===== src/rtl/lotr_rst_ctrl.sv =====
// lotr_rst_ctrl: reset sequencer for the lotr core.
// A raw active-low push-button is synchronized and debounced. A hold/run
// state machine turns each accepted press into one clean, fixed-length core
// reset. Core reset is held for HOLD_CYCLES after power-on reset and after
// every button release.
//
// Optional feature (compile-time macro LOTR_RST_CTRL_SW_HOLD_EN):
//   When the macro is defined, a synchronized high level on Switch9 holds the
//   core in reset. The normal hold countdown runs once Switch9 drops.
//   When the macro is undefined, Switch9 is ignored.
module lotr_rst_ctrl #(
  parameter int DEBOUNCE_CYCLES = 50000,
  parameter int HOLD_CYCLES     = 16,
  parameter int CNT_W           = 16
) (
  input  logic       QClk,
  input  logic       RstQnnnH,
  input  logic       Button_0,
  input  logic       Switch9,
  output logic       CoreRstQnnnH,
  output logic       BtnPress,
  output logic [7:0] RstCount,
  output logic [1:0] State
);

  typedef enum logic [1:0] {
    S_HOLD     = 2'd0,
    S_RUN      = 2'd1,
    S_WAIT_REL = 2'd2
  } state_t;

  localparam logic [CNT_W-1:0] DEB_LAST  = CNT_W'(DEBOUNCE_CYCLES - 1);
  localparam logic [CNT_W-1:0] HOLD_LAST = CNT_W'(HOLD_CYCLES - 1);
  localparam logic [CNT_W-1:0] CNT_ONE   = CNT_W'(1);

  // Reject parameter sets the counters cannot represent.
  if (DEBOUNCE_CYCLES < 2) begin : g_bad_debounce
    $error("lotr_rst_ctrl: DEBOUNCE_CYCLES must be at least 2");
  end
  if (HOLD_CYCLES < 1) begin : g_bad_hold
    $error("lotr_rst_ctrl: HOLD_CYCLES must be at least 1");
  end
  if ((longint'(DEBOUNCE_CYCLES) > (longint'(1) << CNT_W)) ||
      (longint'(HOLD_CYCLES) > (longint'(1) << CNT_W))) begin : g_bad_width
    $error("lotr_rst_ctrl: CNT_W too narrow for the configured counts");
  end

  // Synchronizer stages for the raw button (idle level is high, released).
  logic             btn_p0;
  logic             btn_p1;

  // Debouncer state. 'stable' is the accepted button level.
  logic             stable;
  logic             stable_d;
  logic [CNT_W-1:0] dcnt;

  // Registered press pulse, which the FSM consumes.
  logic             press;

  // FSM state, hold counter and press counter.
  state_t           state;
  state_t           state_next;
  logic [CNT_W-1:0] hcnt;
  logic [CNT_W-1:0] hcnt_next;
  logic [7:0]       rst_count;
  logic [7:0]       rst_count_next;
  logic             core_rst;

  // When high, the switch override forces the hold state.
  logic             hold_force;

  // Two-flop synchronizer on the asynchronous button input.
  always_ff @(posedge QClk) begin
    if (RstQnnnH) begin
      btn_p0 <= 1'b1;
      btn_p1 <= 1'b1;
    end else begin
      btn_p0 <= Button_0;
      btn_p1 <= btn_p0;
    end
  end

`ifdef LOTR_RST_CTRL_SW_HOLD_EN
  logic sw_p0;
  logic sw_p1;

  // Two-flop synchronizer on the switch that forces the core into reset.
  always_ff @(posedge QClk) begin
    if (RstQnnnH) begin
      sw_p0 <= 1'b0;
      sw_p1 <= 1'b0;
    end else begin
      sw_p0 <= Switch9;
      sw_p1 <= sw_p0;
    end
  end

  assign hold_force = sw_p1;
`else
  // The switch override is compiled out, so Switch9 drives nothing.
  logic unused_switch;
  assign unused_switch = Switch9;
  assign hold_force    = 1'b0;
`endif

  // Debouncer: a new level must persist DEBOUNCE_CYCLES cycles to be accepted.
  // Any return to the accepted level restarts the count.
  always_ff @(posedge QClk) begin
    if (RstQnnnH) begin
      stable <= 1'b1;
      dcnt   <= '0;
    end else if (btn_p1 == stable) begin
      dcnt   <= '0;
    end else if (dcnt == DEB_LAST) begin
      stable <= btn_p1;
      dcnt   <= '0;
    end else begin
      dcnt   <= dcnt + CNT_ONE;
    end
  end

  // Generate the press pulse. It is high for the one cycle after the accepted
  // level falls.
  always_ff @(posedge QClk) begin
    if (RstQnnnH) begin
      stable_d <= 1'b1;
      press    <= 1'b0;
    end else begin
      stable_d <= stable;
      press    <= stable_d & ~stable;
    end
  end

  // Next-state logic. The switch override has priority over the button. The
  // press count advances only for presses that interrupt a running core.
  always_comb begin
    state_next     = state;
    hcnt_next      = hcnt;
    rst_count_next = rst_count;
    if (hold_force) begin
      state_next = S_HOLD;
      hcnt_next  = '0;
    end else begin
      case (state)
        S_HOLD: begin
          if (press) begin
            state_next = S_WAIT_REL;
            hcnt_next  = '0;
          end else if (hcnt == HOLD_LAST) begin
            state_next = S_RUN;
            hcnt_next  = '0;
          end else begin
            hcnt_next  = hcnt + CNT_ONE;
          end
        end
        S_RUN: begin
          if (press) begin
            state_next     = S_WAIT_REL;
            rst_count_next = rst_count + 8'd1;
          end
        end
        S_WAIT_REL: begin
          if (stable) begin
            state_next = S_HOLD;
            hcnt_next  = '0;
          end
        end
        default: begin
          state_next = S_HOLD;
          hcnt_next  = '0;
        end
      endcase
    end
  end

  // State register. Core reset is registered from the next state, so the
  // output comes straight from a flop and cannot glitch.
  always_ff @(posedge QClk) begin
    if (RstQnnnH) begin
      state     <= S_HOLD;
      hcnt      <= '0;
      rst_count <= '0;
      core_rst  <= 1'b1;
    end else begin
      state     <= state_next;
      hcnt      <= hcnt_next;
      rst_count <= rst_count_next;
      core_rst  <= (state_next != S_RUN);
    end
  end

  assign CoreRstQnnnH = core_rst;
  assign BtnPress     = press;
  assign RstCount     = rst_count;
  assign State        = state;

endmodule


===== config.mk =====
export PLATFORM = sky130hd
export DESIGN_NAME = lotr_rst_ctrl
export DESIGN_NICKNAME = d
export VERILOG_FILES = /design/src/rtl/lotr_rst_ctrl.sv
export SDC_FILE = /design/constraint.sdc
export NUM_CORES = 1
export LEC_CHECK = 0
export ABC_AREA = 0
export CAP_MARGIN = 10
export CELL_PAD_IN_SITES_DETAIL_PLACEMENT = 0
export CELL_PAD_IN_SITES_GLOBAL_PLACEMENT = 1
export CORE_MARGIN = 3
export CORE_UTILIZATION = 44
export DETAILED_ROUTE_END_ITERATION = 10
export MAX_ROUTING_LAYER = met4
export PLACE_DENSITY = 0.8
export SLEW_MARGIN = 10
export SYNTH_ARGS = -nofsm -noshare
export SYNTH_HDL_FRONTEND = slang
export SYNTH_SLANG_ARGS = --single-unit

===== constraint.sdc =====
create_clock -name QClk -period 1.9 [get_ports QClk]
set_input_delay 0.285 -clock QClk [delete_from_list [all_inputs] [get_ports QClk]]
set_output_delay 0.285 -clock QClk [all_outputs]
set_load 0.01 [all_outputs]

==> impl_summary.md <==
Outcome
The run finished with clean final reports.

Flow run
The tool flagged a number of max-cap violations equal to 0.

Timing
Setup total negative slack on the finished layout was measured at 0 ns. The achievable frequency is about 0.58 GHz. Subtracting the final worst setup slack from the clock period gives about 1.7 ns. Hold is met by 0.416 ns.

In this run the tightest slew margin relative to its limit is 56.5%. The slew of the pin with the lowest slew margin is roughly 0.65 ns. Setup violations remaining at the end of the flow were counted as 0. The final hold violation count is 0. In the finished design, the share of the clock period the worst path needs comes to approximately nine tenths. Setup repair after global routing left no endpoint under its margin. The final max-slew violation count is 0. Clock skew on the completed layout was measured at 0.00621 ns.

Route
The total routed wire length on the met1 layer is 2250 um. The first-pass detailed-route iteration total is 4. The detailed router placed 1,918 vias in this run. The final routed DRC violation total is 0. The routed design uses 97 um of met3 wire. The highest metal layer carrying signal wires in the routed design is met4. The iteration-0 DRC count of the detailed router is roughly 100.

The count of antenna-violating nets left after detailed routing is 0. The via density per instance is 5.37. Wire segments on met2 add up to 2190 um in the final route.

The total wire length is about 4600 um. Dividing the detail-routed wire length by the instance count gives 12.8 um.

Synthesis
The Yosys step of the flow raised 0 warnings. After synthesis, the most frequently instantiated cells are dfxtp_1 (48), nor2_1 (28), nand2_1 (22). The unique cell type count in the Yosys netlist is 41.

Synthesis produced a netlist whose cell count is 262. The most common cell in the synthesized netlist is dfxtp_1. Counting flops and latches in the post-synthesis netlist gives 48.

The synthesized netlist net count is 269. Dividing the synthesized area by the synthesized cell count gives 8.55 um^2. The largest total area in the synthesized netlist belongs to dfxtp_1.

The most frequently used flop master after synthesis is dfxtp_1. The number of synthesized flops with an enable pin is 0. The area share of the leading cell type in the synthesized netlist is 42.9%. Of the synthesized area, sequential elements account for 42.9%. The fraction of registers with async set/reset is 0%. Ranked by total cell area, the synthesized netlist is headed by dfxtp_1 (43%), xnor2_1 (5.5%), nor2_1 (4.7%).

In this run the cell area of the synthesized design comes to approximately 2200 um^2.

Clock network
The clock sink total is 48. The clock passes through at most 2 buffers. Gates resized during post-CTS repair numbered 0. The insertion delay of the later-clocked pin in the worst-skew pair is 0.30 ns. The number of levels the H-tree was split into is 2.

The post-CTS clock slew at the launch and capture registers of the worst setup and hold paths is 0.09 ns. The TritonCTS buffer count is 5. The post-CTS setup buffer count is 0. The clock tree from TritonCTS is built. In this run, post-CTS hold repair placed 0 buffers. The clock tree root buffer cell is clkbuf_8.

Global routing
The initial antenna violation count is 0. In the global route stage, overall resource usage came out at between 10% and 20%. The maximum number of pins on one net before global-route repair is 25.

The via count of the first global-routing pass came to 1,768. The wire length of the first global-routing pass is roughly 8100 um. After global routing the overflow that remains totals 0.

Power
The power after layout is 1860 uW. VDD sags by at most 0.000461 V. The net switching power of the design is 408 uW.

The power per standard cell area is approximately 700 nW/um^2. In this run switching power makes up 22.0% of total power. The fraction of power consumed by sequential logic is 55.9%. The internal power contribution is around 1400 uW. The share of total power dissipated in combinational logic is 3.6%. The standby leakage power is 0.000890 uW. The clock power share is 40.5%.

Die
After floorplanning, the core was divided into 25 placement rows. The starting density of the core is 46.5%. The floorplan step set the die height to ~77 um. The count of pins on the block boundary is 16. After floorplanning, the core was sized to cover 4820 um^2. The die extent in x is 77.3 um. The die covers ~6000 um^2.

Worst setup path
STA classifies the critical path startpoint as a flip-flop. Setup slack on the worst reg-to-reg path comes out at about 0.18 ns. The critical path class is reg -> reg. Walking the worst path, the cells encountered are ha_1, nand4_1, or4_4, a211o_1. The critical path's largest stage delay is just under 0.6 ns. The element type at the critical path end is a flip-flop. The data arrival time of the worst path is between 1.5 and 2 ns. The critical path's slowest cell is or4_4. Of all nets on the critical path, the largest fanout is 4. The critical path data required time is roughly 2.1 ns.

Layout
Relative to the synthesized area, the layout overhead comes to 18.6%. The antenna cell count is 0. The summed area of non-filler cells in the final layout is approximately 2700 um^2. The sequential cell area is 961 um^2. Counting the fill cells in the layout gives ~490. The multi-input combinational cells in the finished layout cover a total of 1210 um^2. The final cell count without fillers is 357.

The number of nets at the end of the flow is around 300. The post-route netlist has 12.4% of its cells at a drive strength greater than 1.

Place
The half-perimeter wire length of the detailed placement result is approximately 3300 um. The final estimated routing congestion in global placement is between 0.8 and 0.9. Once placement finished, the instance area stood at 2540 um^2. The count of buffers inserted at the top-level ports is 14. The cell count after placement is 349.

Hold path
The tightest min-delay check is of the reg -> reg type.
## critical path, delay by kind of cell, from the launching register on
family,cells,cell delay [ns]
AO/OA/AOI/OAI,1,0.30
adder cells (fa/ha/maj),1,0.22
flip-flops,1,0.38
AND/OR/NAND/NOR,2,0.72
## cells in the final DEF (no fill, tap or decap), drive strengths merged, types with 3 or more instances in the layout
| cell type | count |
|---|---|
| nor4 | 12 |
| o21ai | 4 |
| nand4 | 9 |
| nand2 | 23 |
| nand3 | 14 |
| or3 | 3 |
| buf | 15 |
| xnor2 | 14 |
| a41oi | 3 |
| clkdlybuf4s50 | 14 |
| a31oi | 12 |
| o211ai | 8 |
| or2 | 5 |
| a21oi | 10 |
| inv | 10 |
| and3 | 7 |
| nand3b | 4 |
| nor2 | 28 |
| nor3 | 7 |
| dfxtp | 48 |
| nand2b | 3 |
| xor2 | 5 |
| clkbuf | 5 |
| ha | 3 |
| and2 | 4 |
| or4 | 3 |
## per-stage QoR
step | setup WS (ns) | utilization, %
2_1_floorplan | 0.207 | -
3_3_place_gp | 0.192 | 52.8
3_5_place_dp | 0.178 | 52.8
4_1_cts | 0.165 | 55.1
5_1_grt | 0.0758 | 55.1
6_report | 0.177 | 55.1
## flip-flops by register name (all words and copies together) (netlist names)
signal        count
dcnt             16
hcnt             16
RstCount          8
State             2
BtnPress          1
CoreRstQnnnH      1
btn_p0            1
btn_p1            1
stable            1
stable_d          1
## final cells by class
class,instances,area share (%)
sequential,48,36.2
multi-input combinational,196,45.5
tap,67,3.16
clock buffer,5,2.59
clock inverter,3,1.74
timing repair buffer,29,9.51
inverter,9,1.27
## per-layer routing
metal,track usage [%],vias up
li1,-,1008
met1,20.8,890
met2,27.7,18
met3,3.48,2
met4,4.80,0
met5,-,-
## power groups by stage
stage | Clock, uW | Sequential (uW) | Combinational [uW]
2_1_floorplan | 0 | 1060 | 43.0
3_3_place_gp | 0 | 1060 | 64.8
3_5_place_dp | 0 | 1060 | 66.4
4_1_cts | 785 | 1040 | 66.8
5_1_grt | 811 | 1040 | 75.1
6_report | 753 | 1040 | 66.3
## cell families (layout without fill, tap and decap cells)
kind of cell / after synthesis / count (layout) / share of synthesized area, %
AOI/OAI and AO/OA: 46 / 46 / 13.7
xor gates and xnor gates: 19 / 19 / 7.43
and+or+nand+nor: 127 / 127 / 30.4
adders and majority gates: 3 / 3 / 1.68
DFF: 48 / 48 / 42.9
muxes: 1 / 1 / 0.447
buffers and inverters: 18 / 46 / 3.35
## path summary, 6_finish.rpt
| kind | endpoint | cells after the start | start |
|---|---|---|---|
| setup / recovery | stable | 4 | dcnt[0] |
| hold / removal | btn_p1 | 1 | btn_p0 |
| setup reg to reg | stable | 4 | dcnt[0] |
| hold reg to reg | btn_p1 | 1 | btn_p0 |
No activity file was read; power rests on OpenSTA's default activity.
